File: config.mk
export PLATFORM = sky130hd
export DESIGN_NAME = duty_ramp
export DESIGN_NICKNAME = d
export VERILOG_FILES = /design/src/rtl/duty_ramp.sv
export SDC_FILE = /design/constraint.sdc
export NUM_CORES = 1
export LEC_CHECK = 0
export ABC_AREA = 1
export CAP_MARGIN = 20
export CORE_MARGIN = 2
export CORE_UTILIZATION = 37
export DETAILED_ROUTE_END_ITERATION = 8
export PLACE_DENSITY = 0.59
export REMOVE_ABC_BUFFERS = 1
export SLEW_MARGIN = 5
export SYNTH_ARGS = -nofsm -noshare
export SYNTH_HDL_FRONTEND = slang
export SYNTH_SLANG_ARGS = --single-unit
File: constraint.sdc
create_clock -name clk -period 3.7 [get_ports clk]
set_input_delay 0.555 -clock clk [delete_from_list [all_inputs] [get_ports clk]]
set_output_delay 0.555 -clock clk [all_outputs]
set_load 0.005 [all_outputs]
File: src/rtl/duty_ramp.sv
// Ramps a registered PWM duty value toward a commanded target, one STEP every TICK_DIV clocks.
// Optional feature: define DUTY_RAMP_ESTOP_EN to add a synchronous emergency-stop input (estop).
module duty_ramp #(
  parameter int TICK_DIV = 2500,
  parameter int STEP     = 1,
  parameter int MAX_DUTY = 100
) (
  input  logic       clk,
  input  logic       rst,
`ifdef DUTY_RAMP_ESTOP_EN
  input  logic       estop,
`endif
  input  logic       en,
  input  logic       cmd_valid,
  input  logic [7:0] cmd_duty,
  output logic       cmd_ready,
  output logic [7:0] duty_cycle,
  output logic       busy,
  output logic       clamped
);

  typedef enum logic {IDLE, RAMP} state_t;

  localparam logic [15:0]       TICK_MAX = 16'(TICK_DIV - 1);
  localparam logic [7:0]        MAX_U    = 8'(MAX_DUTY);
  localparam logic signed [8:0] MAX_S    = 9'(MAX_DUTY);
  localparam logic signed [8:0] STEP_S   = 9'(STEP);

  state_t      state_q, state_d;
  logic [15:0] tick_q, tick_d;
  logic [7:0]  target_q, target_d;
  logic [7:0]  duty_q, duty_d;
  logic        clamped_q, clamped_d;

  logic              estop_w;
  logic              accept;
  logic signed [8:0] diff;
  logic signed [8:0] abs_diff;
  logic              last_step;

`ifdef DUTY_RAMP_ESTOP_EN
  assign estop_w = estop;
`else
  assign estop_w = 1'b0;
`endif

  // Saturate a requested duty to the clamp ceiling.
  function automatic logic [7:0] sat_target(input logic [7:0] d);
    return (d > MAX_U) ? MAX_U : d;
  endfunction

  // One STEP toward the target, saturated to 0..MAX_DUTY in 9-bit signed arithmetic.
  function automatic logic [7:0] step_toward(input logic signed [8:0] cur,
                                             input logic signed [8:0] dif);
    logic signed [8:0] nxt;
    nxt = (dif > 0) ? (cur + STEP_S) : (cur - STEP_S);
    if (nxt < 0)
      return 8'd0;
    else if (nxt > MAX_S)
      return MAX_U;
    else
      return nxt[7:0];
  endfunction

  assign cmd_ready  = en && (state_q == IDLE) && !estop_w;
  assign accept     = cmd_valid && cmd_ready;
  assign diff       = signed'({1'b0, target_q}) - signed'({1'b0, duty_q});
  assign abs_diff   = (diff < 0) ? -diff : diff;
  assign last_step  = (abs_diff <= STEP_S);

  always_comb begin
    state_d   = state_q;
    tick_d    = tick_q;
    target_d  = target_q;
    duty_d    = duty_q;
    clamped_d = clamped_q;
    if (estop_w) begin
      state_d  = IDLE;
      tick_d   = 16'd0;
      target_d = 8'd0;
      duty_d   = 8'd0;
    end else if (en) begin
      case (state_q)
        IDLE: begin
          if (accept) begin
            target_d  = sat_target(cmd_duty);
            clamped_d = (cmd_duty > MAX_U);
            tick_d    = 16'd0;
            if (sat_target(cmd_duty) != duty_q)
              state_d = RAMP;
          end
        end
        RAMP: begin
          // The wrap cycle is the tick: the last step lands on the target and ends the ramp.
          if (tick_q == TICK_MAX) begin
            tick_d = 16'd0;
            if (last_step) begin
              duty_d  = target_q;
              state_d = IDLE;
            end else begin
              duty_d = step_toward(signed'({1'b0, duty_q}), diff);
            end
          end else begin
            tick_d = tick_q + 16'd1;
          end
        end
        default: state_d = IDLE;
      endcase
    end
  end

  always_ff @(posedge clk or negedge rst) begin
    if (!rst) begin
      state_q   <= IDLE;
      tick_q    <= 16'd0;
      target_q  <= 8'd0;
      duty_q    <= 8'd0;
      clamped_q <= 1'b0;
    end else begin
      state_q   <= state_d;
      tick_q    <= tick_d;
      target_q  <= target_d;
      duty_q    <= duty_d;
      clamped_q <= clamped_d;
    end
  end

  assign duty_cycle = duty_q;
  assign busy       = (state_q == RAMP);
  assign clamped    = clamped_q;

endmodule

==> run summary, run 1 <==
Mapped Cells = 444
core area = 7810 sq um
fin nets = 514
clk_skew = 0.00440 ns
number of synthesized register bits = 34
register share of total power = 28.7%
Seq/Total Area, Yosys = 28.4%
largest net degree at the start of global routing = 35
CP startpoint kind = register
Syn Std Cell Area = 3000 sq um
Leakage = 1.79 nW
RSZ-0062 raised after global routing = true
GRT overflow = 0
detailed-route via count = 3062
Yosys warnings = 0
Total Routing Usage GR = 18.9%
H-tree depth = 2
GP Congestion = 0.914
antenna-violating nets left = 0
Reg2Reg Setup Slack = 0.20 ns
CTS Hold Bufs = 0
die span in y = 94.0 um
Initial Util = 38.4%
WHS = 0.515 ns
Root Driver = clkbuf_8
Total Routed Length = 8040 um
Crit path max-delay family = simple AND/OR/NAND/NOR gates
Sw Ratio = 47.4%
Syn Area/Cell = 6.75 sq um
1st-pass router iterations = 5
Worst-path clk slew = 0.07 ns
detailed placement HPWL = 6110 um
count of input and output buffers = 22
Min Clock Period, post-route = 3.50 ns
share of layout cells above drive strength 1 = 11.8%
total I/O pin count = 23
non-filler cells, final = 584
CP Data Required Time = 3.93 ns
WP data arrival = 3.73 ns
worst-path fanout max = 8
Synth cell types = 34
clock buffer count from CTS = 5
setup violators final = 0
Min-Delay Path Class = reg2reg
first-pass GRT wire length = 13400 um
pwr/cell area = 535 nW/um^2
max cap viols = 0
final hold vios = 0
Logic pwr share = 53.6%
most frequent cells in the layout = 120 x nand2_1, 67 x inv_1, 49 x nand3_1
max-slew violation count = 0
clock sinks = 34
Buf+Inv Stages, Crit Path = 3
# diodes = 0
relative slew slack = 62.5%
commonest non-fill, non-tap cell in the layout = nand2_1
Die Area = 8840 sq um
Via density = 5.24
Slowest cell on crit path = fa_2
crit path cell chain = ha_1 -> inv_1 -> fa_2 -> inv_2 -> ha_2 -> nand2_1 -> inv_1 -> nand3_1 -> nor2_1 -> nand2_1 -> nand2_4 -> ha_2 -> a21oi_1 -> nand2_1 -> xnor2_2 -> o211ai_1 -> nand3b_1 -> nand2_2 -> nor2_1 -> nand3_1 -> nand3_1
initial antenna violation count = 0
Layout fillers = 789
vias in the first global route = 2896
maximum clock frequency = 286 MHz
Period Utilization, post-route = 94.6%
max incr delay on CP = 0.44 ns
Wirelength per Cell = 13.8 um
FP Rows = 32
Max clock buf depth = 2
Layout area overhead = 20.4%
status = finished, final reports clean
Slew @ Worst Pin = 0.561 ns
Worst-Skew Late Latency = 0.30 ns
Internal = 0.00102 W
DRC viols = 0
NetSw = 0.000917 W
Inst Count DP = 572
Setup CP Type = reg2reg
Clock power frac = 17.8%
worst vdd ir = 0.260 mV
die extent in x = 94.0 um
Initial DRC Count = 194
CP endpoint kind = register
CTS tree = done
==> metrics by stage <==
stage                     util [%]  total power [W]  setup TNS, ns  setup slack, ns  instance area, sq um
after floorplan                  -          0.00133              0            0.425                  2990
after global placement        43.3          0.00158              0            0.177                  3380
after detailed placement      43.3          0.00158              0            0.142                  3380
after CTS                     44.7          0.00193              0           0.0991                  3490
after global routing          46.3          0.00212         -0.301          -0.0919                  3610
final                         46.3          0.00193              0            0.201                  3610
==> worst reg2reg max path, delay by kind of cell, from the launching register on <==
kind | cells | cell delay, ns
flip-flops | 1 | 0.41
buffers and inverters | 3 | 0.23
AND/OR/NAND/NOR | 11 | 1.16
XOR/XNOR | 1 | 0.18
AO/OA/AOI/OAI | 2 | 0.32
adder cells (fa/ha/maj) | 4 | 1.16
==> path summary, 6_finish.rpt <==
check / from / end / cells past startpoint
min in group asynchronous: rst / target_q[3]$_DFFE_PN0P_ / 2
setup / recovery: duty_cycle[0]$_DFFE_PN0P_ / duty_cycle[4]$_DFFE_PN0P_ / 21
max in group asynchronous: rst / clamped$_DFFE_PN0P_ / 2
hold reg to reg: target_q[7]$_DFFE_PN0P_ / target_q[7]$_DFFE_PN0P_ / 2
setup reg to reg: duty_cycle[0]$_DFFE_PN0P_ / duty_cycle[4]$_DFFE_PN0P_ / 21
hold / removal: target_q[7]$_DFFE_PN0P_ / target_q[7]$_DFFE_PN0P_ / 2
==> cell families (layout without fill, tap and decap cells) <==
kind of cell,count (synthesis),count (layout),share of synthesized area (%)
and+or+nand+nor,252,252,40.0
buffers and inverters,72,110,9.01
AOI/OAI and AO/OA,56,56,10.8
DFF,34,34,28.4
adders and majority gates,21,21,9.26
xor gates and xnor gates,9,9,2.63
==> area by class of cell <==
class                           count  area, sq um  share of cell area (%)
Timing Repair Buffer               32          295                    8.18
Clock inverter                      1         30.0                   0.832
Clock buffer                        7         76.3                    2.11
Multi-Input combinational cell    338         1970                    54.5
Sequential cell                    34          851                    23.6
Inverter                           70          263                    7.28
Tap cell                          102          128                    3.53
==> synth_stat cells, drive strengths merged <==
cell type / number / area, sq um
nor2: 35 / 173
o211ai: 1 / 7.51
nand3b: 2 / 15.0
o32ai: 3 / 26.3
clkbuf: 2 / 7.51
xnor2: 3 / 26.3
o21bai: 1 / 11.3
o31ai: 1 / 7.51
dfrtp: 34 / 851
inv: 70 / 263
a21oi: 19 / 95.1
ha: 19 / 238
nand3: 55 / 313
o31a: 1 / 8.76
o21ai: 23 / 119
a32o: 1 / 10.0
fa: 2 / 40.0
nor3: 2 / 10.0
nand2: 131 / 519
or2: 2 / 12.5
nor4: 3 / 18.8
o22ai: 6 / 37.5
xor2: 6 / 52.6
nand4: 22 / 138
==> what timing repair did <==
action	in CTS	in global routing
hold endpoints to repair	0	0
resized for setup	0	19
setup endpoints to repair	0	7
setup buffers	0	4
==> registers in the layout, indices dropped and copies added (netlist names) <==
name and flops:
duty_cycle 8, clamped 1, busy 1, tick_q 16
target_q 8
==> power groups by stage <==
stage | Combinational, W | Sequential (W) | Clock, W
6_report | 0.00104 | 0.000554 | 0.000343
5_1_grt | 0.00118 | 0.000570 | 0.000365
4_1_cts | 0.00102 | 0.000554 | 0.000350
3_5_place_dp | 0.00102 | 0.000560 | 0
3_3_place_gp | 0.00102 | 0.000559 | 0
2_1_floorplan | 0.000798 | 0.000536 | 0
==> layer usage <==
layer / vias to the layer above / track usage (%) / part of all wire [%]
li1: 1546 / - / -
met1: 1417 / 24.2 / 44
met2: 89 / 34.2 / 49
met3: 10 / 2.57 / 5.3
met4: 0 / 3.26 / 0.76
met5: - / 0 / 0
No activity file was read; power rests on OpenSTA's default activity.
==> run 2: changes to the inputs <==
--- a/config.mk
+++ b/config.mk
@@ -8,9 +8,10 @@
 export ABC_AREA = 1
 export CAP_MARGIN = 20
 export CORE_MARGIN = 2
-export CORE_UTILIZATION = 37
+export CORE_UTILIZATION = 65
 export DETAILED_ROUTE_END_ITERATION = 8
-export PLACE_DENSITY = 0.59
+export DONT_BUFFER_PORTS = 1
+export PLACE_DENSITY = 0.85
 export REMOVE_ABC_BUFFERS = 1
 export SLEW_MARGIN = 5
 export SYNTH_ARGS = -nofsm -noshare
==> run summary, run 2 (synthesized netlist as in run 1, its figures left out) <==
worst-path fanout max = 6 (-2)
maximum clock frequency = 280 MHz (-1.9%)
fin nets = 490 (-4.7%)
H-tree depth = 2 (unchanged)
commonest non-fill, non-tap cell in the layout = nand2_1
largest net degree at the start of global routing = 35 (unchanged)
worst setup margin = 0.134 ns (-0.0667 ns)
Total Routed Length = 7770 um (-3.4%)
CP endpoint kind = register
Leakage = 1.72 nW (-3.7%)
Worst-path clk slew = 0.07 ns (about the same)
GP Congestion = 1.03 (+13%)
first-pass GRT wire length = 12700 um (-4.8%)
initial antenna violation count = 0 (unchanged)
Min-Delay Path Class = in2async
most frequent cells in the layout = 120 x nand2_1, 67 x inv_1, 49 x nand3_1
core area = 4410 sq um (-43%)
antenna-violating nets left = 0 (unchanged)
Storage cell area = 853 sq um (+0.29%)
Total Routing Usage GR = 31.2% (+12 points)
Worst-Skew Late Latency = 0.30 ns (about the same)
Slew @ Worst Pin = 0.609 ns (+0.0472 ns)
WP data arrival = 3.75 ns (+0.02 ns)
1st-pass router iterations = 8 (+3)
final hold vios = 0 (unchanged)
r2r startpoint = target_q[0]$_DFFE_PN0P_
multi-input logic area = 1940 sq um (-1.3%)
die extent in x = 71.9 um (-24%)
worst vdd ir = 0.431 mV (+65%)
relative slew slack = 59.3% (-3.2 points)
Initial DRC Count = 362 (+87%)
clock sinks = 34 (unchanged)
pwr/cell area = 605 nW/um^2 (+13%)
CP Data Required Time = 3.88 ns (-0.05 ns)
detailed placement HPWL = 5690 um (-6.9%)
Wirelength per Cell = 15.2 um (+11%)
max reg flops = 16 (unchanged)
Initial Util = 67.9% (+30 points)
vias in the first global route = 2825 (-2.5%)
CTS tree = done
CP startpoint kind = register
largest register by flop count = tick_q
FP Rows = 24 (-25%)
max cap viols = 0 (unchanged)
Die Area = 5170 sq um (-41%)
Util after Layout = 75.6% (+29 points)
die span in y = 71.9 um (-24%)
count of input and output buffers = 0 (-100%)
status = finished, final reports clean
max-slew violation count = 0 (unchanged)
Via density = 6.08 (+16%)
Period Utilization, post-route = 96.4% (+1.8 points)
total I/O pin count = 23 (unchanged)
detailed-route via count = 3101 (+1.3%)
# diodes = 0 (unchanged)
share of layout cells above drive strength 1 = 12.2% (+0.40 points)
Layout area overhead = 11.3%
Max clock buf depth = 2 (unchanged)
clock buffer count from CTS = 5 (unchanged)
Setup CP Type = reg2reg
Layout fillers = 344 (-56%)
pre-CTS setup slack = 0.0233 ns (-0.118 ns)
GRT overflow = 0 (unchanged)
Worst R2R End = duty_cycle[4]$_DFFE_PN0P_
Root Driver = clkbuf_8
DRC viols = 0 (unchanged)
setup violators final = 0 (unchanged)
Min Clock Period, post-route = 3.57 ns (+0.0667 ns)
worst reg-to-reg path cell count = 23 (+9.5%)
Reg2Reg Setup Slack = 0.13 ns (-0.07 ns)
clk_skew = 0.00829 ns (+0.00388 ns)
run 2: repair_timing:
item                                    CTS  global route
pin swaps                                 0             3
endpoints found under the hold margin    34             0
gates resized for setup                   1            16
buffers inserted                          0             2
hold buffers                              1             0
endpoints found under the setup margin    1             6
run 2: power by group:
| group | switching (W) | total (W) | leakage (nW) | internal (W) |
|---|---|---|---|---|
| Sequential | 0.0000950 | 0.000559 | 0.441 | 0.000464 |
| Combinational | 0.000695 | 0.00103 | 1.21 | 0.000332 |
| Clock | 0.000145 | 0.000433 | 0.0714 | 0.000287 |
run 2: routing by layer:
layer,vias to the layer above,global-route usage (%),share of wire (%),wire length (um)
li1,1494,-,-,-
met1,1447,41.0,43,3320
met2,138,52.2,47,3680
met3,22,6.81,8.0,624
met4,0,9.01,1.9,145
met5,-,0,0,0
run 2: worst max path at each step:
stage	from	end	slack, ns	cells after the start
floorplan	duty_cycle[0]$_DFFE_PN0P_	duty_cycle[0]$_DFFE_PN0P_	0.42	21
detailed placement	target_q[0]$_DFFE_PN0P_	duty_cycle[4]$_DFFE_PN0P_	0.02	24
global route	duty_cycle[4]$_DFFE_PN0P_	duty_cycle[4]$_DFFE_PN0P_	-0.07	23
finish	target_q[0]$_DFFE_PN0P_	duty_cycle[4]$_DFFE_PN0P_	0.13	23
CTS	target_q[0]$_DFFE_PN0P_	duty_cycle[4]$_DFFE_PN0P_	0.03	24
global placement	target_q[0]$_DFFE_PN0P_	duty_cycle[4]$_DFFE_PN0P_	0.16	24
run 2: metrics by stage:
stage               std cells  power (W)  hold slack, ns  setup TNS [ns]  cell area [sq um]
floorplan                 442    0.00133           0.259               0               2990
global placement          499    0.00152           0.260               0               3090
detailed placement        499    0.00153           0.260               0               3090
CTS                       508    0.00198          0.0921               0               3260
global route              510    0.00218          0.0916          -0.239               3340
finish                    510    0.00202          0.0818               0               3340
run 2: worst max-delay path: stages, from the launching register on:
cell	delay [ns]
dfrtp_1	0.39
inv_2	0.06
ha_1	0.13
inv_1	0.04
fa_1	0.48
inv_1	0.07
ha_2	0.18
nand2_2	0.09
inv_1	0.06
nand3_1	0.07
nor2_1	0.04
nand2_1	0.10
nand2_4	0.09
buf_4	0.18
ha_4	0.30
nand2_1	0.09
or2_2	0.31
nand4_1	0.09
nand2_1	0.10
nand3b_1	0.22
nand2_2	0.14
nor2_1	0.06
nand3_1	0.09
nand3_1	0.07
run 2: area by class of cell:
| cell class | count | share of cell area, % |
|---|---|---|
| Inverter | 70 | 7.87 |
| Clock buffer | 6 | 2.47 |
| Timing Repair Buffer | 8 | 2.17 |
| Tap cell | 52 | 1.95 |
| Sequential cell | 34 | 25.6 |
| Clock inverter | 2 | 1.80 |
| Multi-Input combinational cell | 338 | 58.2 |
==> edit 1 (flow settings as in run 1) <==
Build with the macro `DUTY_RAMP_ESTOP_EN` defined.
--- a/src/rtl/duty_ramp.sv
+++ b/src/rtl/duty_ramp.sv
@@ -1,4 +1,6 @@
 // Ramps a registered PWM duty value toward a commanded target, one STEP every TICK_DIV clocks.
 // Optional feature: define DUTY_RAMP_ESTOP_EN to add a synchronous emergency-stop input (estop).
+`define DUTY_RAMP_ESTOP_EN
+
 module duty_ramp #(
   parameter int TICK_DIV = 2500,
Ports: changed (added estop); port bits go from 23 to 24. No check against the original RTL was run, so the function may have changed too.
==> edit 1 against run 1 <==
Final area increased by 9.5%. Routed wire length rose by 3.9%. Area after synthesis increased by 1.7%. Sequential cell count stayed put. Setup slack worse by 110 ps. First-iteration DRC count fell by 24%.
Power is not compared: it rests on default switching activity, and its combinational part moved more than twofold at a synthesized area within 25%.
==> edit 1: results (changes against run 1) <==
status: "finished clean"
drt_iter0_markers: 147  # -24%
met1_usage: 0.256  # +0.0137
yosys-top-cells-area: "dfrtp_1 (28%), nand2_1 (19%), inv_1 (9.5%)"
async_flop_share: 1.00  # unchanged
yosysMostFrequentCell: "nand2_1"
ir_drop_uv: 357
cts_setup_buffers: 1  # +1
r2r-start: "target_q[0]"
min-delay-path-class: "reg2reg"
regMostFlops: "tick_q"
use_met3: 0.0200  # -0.00573
critPathTopFamily: "simple AND/OR/NAND/NOR gates"
numCtsBuffers: 5  # unchanged
routed-wl-met3_um: 281  # -34%
synthTopCellsByCount: "nand2_1 (158), inv_1 (77), nand3_1 (49)"
postSynthAreaPerCell_sq_um: 6.38  # -5.5%
num_vias: 3184  # +4.0%
critical_path_required_ps: 3880  # -50 ps
fin_skew_ps: 4.29  # -0.113 ps
crit_path_max_incr_delay_ps: 470  # +30 ps
wire_per_inst_um: 13.1  # -5.0%
seq_area_frac_synth: 0.279  # -0.00477
antenna_found_initial: 0  # unchanged
path_clk_slew_ps: 70  # about the same
setup.worst_path.start: "target_q[0]"
gp_congestion: 0.862  # -5.6%
grtUsageTotal: 0.187  # -0.00147
top_layer: "met4"
slowest_stage: "fa_2"
grt_pass1_vias: 2874  # -0.76%
clockBufferDepth: 2  # unchanged
use_met2: 0.317  # -0.0243
dr_wl_met2_mm: 4.03  # +1.4%
synth-main-ff-cell: "dfrtp_1"
hpwlAfterDp_mm: 6.30  # +3.1%
synth_cell_type_count: 37  # +8.8%
clk_latency_ps: 280  # -20 ps
first_pass_iters: 4  # -1
busiest_layer: "met2"
met1Wirelength_mm: 3.90  # +9.0%
dpl.cell_count: 619  # +8.2%
post_cts_resized: 1  # +1
fillerInstances: 845  # +7.1%
worst_slew_pin_slew_ps: 457  # -105 ps
p_leak_nw: 2.01
cts_max_level: 2  # unchanged
port_buffers: 23  # +4.5%
drt_wl_total_mm: 8.36  # +3.9%
path_max_fanout: 5  # -3
grt_max_degree: 35  # unchanged
num-nets-final: 567  # +10%
grt_pass1_wl_mm: 13.3  # -0.25%
largest_reg_flops: 16  # unchanged
drive_gt1_frac: 0.202  # +0.0840
min_from: "clamped"
yosys_warnings: 0  # unchanged
diodes: 0  # unchanged
cts.root.buffer_cell: "clkbuf_8"
edit 1: cell count changes in the layout (fill, tap and decap cells not counted), moves of 5 or more:
cell	change
nor3_1	+5
nand4_1	-5
inv_2	+9
nand2_2	+9
buf_4	+16
nand2_1	+24
ha_1	-7
nand3_1	-7
edit 1: power breakdown:
group / switching, mW / internal, mW / total (mW) / leakage, nW
registers: 0.0241 / 0.407 / 0.431 / 0.466
logic: 1.88 / 1.40 / 3.29 / 1.49
clock network: 0.138 / 0.198 / 0.336 / 0.0579
total: 2.04 / 2.01 / 4.05 / 2.01
edit 1: stage by stage:
step	util	instance area [sq um]	TNS (ps)	worst slack, ps
finish	0.489	3950	0	88.8
global route	0.489	3950	-301	-126
CTS	0.449	3630	0	7.27
detailed placement	0.434	3510	-13.8	-13.8
global placement	0.434	3510	0	78.3
floorplan	-	3020	0	44.1
edit 1: layout make-up:
cell class / count / area (sq um) / share of cell area
flip-flops and latches: 34 / 851 / 0.215
inverters: 80 / 300 / 0.0759
well taps: 105 / 131 / 0.0332
repair buffers: 52 / 459 / 0.116
multi-input cells: 360 / 2100 / 0.532
clock buffers: 5 / 68.8 / 0.0174
clock inverters: 3 / 40.0 / 0.0101
edit 1: cell families after synthesis:
family	share of synthesized area
adder cells (fa/ha/maj)	0.0911
AO/OA/AOI/OAI	0.0952
flip-flops	0.279
AND/OR/NAND/NOR	0.415
buffers and inverters	0.108
XOR/XNOR	0.0115
edit 1: final timing paths:
| path | endpoint | slack, ps | depth (start not counted) |
|---|---|---|---|
| hold reg to reg | clamped | 500 | 1 |
| hold / removal | clamped | 500 | 1 |
| max in group asynchronous | clamped | 2710 | 2 |
| setup / recovery | duty_cycle[2] | 90 | 29 |
| min in group asynchronous | tick_q[14] | 680 | 2 |
| setup reg to reg | duty_cycle[2] | 90 | 29 |
==> edit 2 (config.mk and constraints of run 1) <==
Without the edit above. Add an input register stage for `cmd_duty`, with the module's reset; this delays it by one clock. The other inputs are not delayed to match.
--- a/src/rtl/duty_ramp.sv
+++ b/src/rtl/duty_ramp.sv
@@ -26,4 +26,14 @@
   localparam logic signed [8:0] MAX_S    = 9'(MAX_DUTY);
   localparam logic signed [8:0] STEP_S   = 9'(STEP);
+
+  logic [7:0] cmd_duty_q;
+
+  always_ff @(posedge clk or negedge rst) begin
+    if (!rst) begin
+      cmd_duty_q <= '0;
+    end else begin
+      cmd_duty_q <= cmd_duty;
+    end
+  end
 
   state_t      state_q, state_d;
@@ -84,8 +94,8 @@
         IDLE: begin
           if (accept) begin
-            target_d  = sat_target(cmd_duty);
-            clamped_d = (cmd_duty > MAX_U);
+            target_d  = sat_target(cmd_duty_q);
+            clamped_d = (cmd_duty_q > MAX_U);
             tick_d    = 16'd0;
-            if (sat_target(cmd_duty) != duty_q)
+            if (sat_target(cmd_duty_q) != duty_q)
               state_d = RAMP;
           end
Function: changed (a bounded check fails within 4 cycles, from zero or initial values and one cycle with rst low).
==> edit 2 against run 1 <==
Global-route usage shrank 1.3 points. First-iteration DRC count shrank 18%. Sequential cell count grew 8. Setup slack gained 91 ps. Sequential share of layout area grew 2.4 points. Final area grew 12%. Routed wire length grew 4.6%. Area after synthesis grew 9.8%. Power grew 8.7%. Critical endpoint unchanged. Largest power group unchanged.
==> edit 2: results (changes against run 1) <==
status: "finished clean"
r2r_cells: 28  # +33%
drive_gt1_frac: 0.157  # +0.0390
grtUsageTotal: 0.175  # -0.0135
drt_iter0_markers: 159  # -18%
gp_congestion: 0.871  # -4.7%
layout_setup_ws_ps: 292  # +90.9 ps
pre_cts_slack_ps: 28.0  # -113 ps
synthTopCellsByCount: "nand2_1 (138), inv_1 (85), nand3_1 (54)"
grt_max_degree: 43  # +23%
r2r-start: "target_q[0]"
fin_skew_ps: 6.20  # +1.79 ps
p_leak_nw: 2.04  # +14%
min-delay-path-class: "in2async"
cp.arrival_ps: 3630  # -100 ps
clk_latency_ps: 290
r2r_setup_slack_ps: 290  # +90 ps
drt_wl_total_mm: 8.41  # +4.6%
grt_pass1_wl_mm: 14.0  # +5.2%
crit_path_max_incr_delay_ps: 580  # +140 ps
synth_cell_type_count: 37  # +8.8%
fillerInstances: 915  # +16%
regMostFlops: "tick_q"
slew_headroom: 0.382  # -0.243
rr_endpoint: "duty_cycle[4]"
yosys-top-cells-area: "dfrtp_1 (32%), nand2_1 (16%), inv_1 (9.7%)"
path_max_fanout: 8  # unchanged
hpwlAfterDp_mm: 6.46  # +5.7%
seq_area_frac_synth: 0.319  # +0.0356
yosys_warnings: 0  # unchanged
first_pass_iters: 4  # -1
num_vias: 3209  # +4.8%
internal_power_mw: 1.16  # +15%
num-nets-final: 567  # +10%
grt_pass1_vias: 3044  # +5.1%
ir_drop_uv: 257  # -1.3%
[edit 2: changes by cell type after synthesis, moves of 3 or more]
cell / delta
nand3_1: +5
a21oi_1: -7
nand3_2: -4
nor2_1: +20
nand2_1: +14
inv_1: +16
nand4_1: -5
nor2_2: -3
dfrtp_1: +8
[edit 2: layer usage]
| layer | GRT usage | wire length, um | vias up |
|---|---|---|---|
| met5 | 0 | 0 | - |
| met4 | 0.0379 | 57 | 0 |
| met3 | 0.0236 | 288 | 6 |
| met2 | 0.273 | 3870 | 49 |
| met1 | 0.260 | 4200 | 1486 |
| li1 | - | - | 1668 |
[edit 2: power groups by stage]
| stage | Clock [mW] | Combinational [mW] | Sequential, mW |
|---|---|---|---|
| final | 0.371 | 1.08 | 0.649 |
| after global routing | 0.403 | 1.24 | 0.665 |
| after CTS | 0.379 | 1.02 | 0.648 |
| after detailed placement | 0 | 1.02 | 0.656 |
| after global placement | 0 | 1.01 | 0.655 |
| after floorplan | 0 | 0.808 | 0.631 |
[edit 2: how the worst min path moves through the flow]
stage          slack (ps)   endpoint  cells after the start    start
6_report              400  tick_q[9]                      1      rst
5_1_grt               490  tick_q[9]                      1      rst
4_1_cts               440  tick_q[9]                      1      rst
3_5_place_dp          480    clamped                      2  clamped
3_3_place_gp          480    clamped                      2  clamped
2_1_floorplan         260       busy                      0      rst
[edit 2: cells by family after synthesis]
family	count (synthesis)	share of synthesized area
AND/OR/NAND/NOR	281	0.382
buffers and inverters	89	0.103
AO/OA/AOI/OAI	49	0.0901
flip-flops	42	0.319
adder cells (fa/ha/maj)	21	0.0844
XOR/XNOR	8	0.0213
[edit 2: layout make-up]
cell class	count	area [sq um]	area share
Clock buffer	6	82.6	0.0204
Clock inverter	1	30.0	0.00741
Inverter	87	332	0.0818
Sequential cell	42	1050	0.259
Tap cell	108	135	0.0333
Multi-Input combinational cell	359	2070	0.511
Timing Repair Buffer	39	350	0.0864
[edit 2: what timing repair did]
item	CTS	global route
gates resized for setup	0	50
setup endpoints to repair	0	7
buffers inserted	0	7
[edit 2: worst max-delay path, delay by kind of cell (launching register included)]
family	cells	cell delay, ps
flip-flops	1	390
AND/OR/NAND/NOR	18	1340
buffers and inverters	6	440
adder cells (fa/ha/maj)	4	1160
[edit 2: metrics by stage]
step	util	setup TNS [ps]	instances	area [sq um]
finish	0.467	0	642	4050
floorplan	-	0	488	3280
global placement	0.427	0	628	3710
detailed placement	0.427	0	628	3710
CTS	0.440	0	635	3820
global route	0.467	-29.7	642	4050
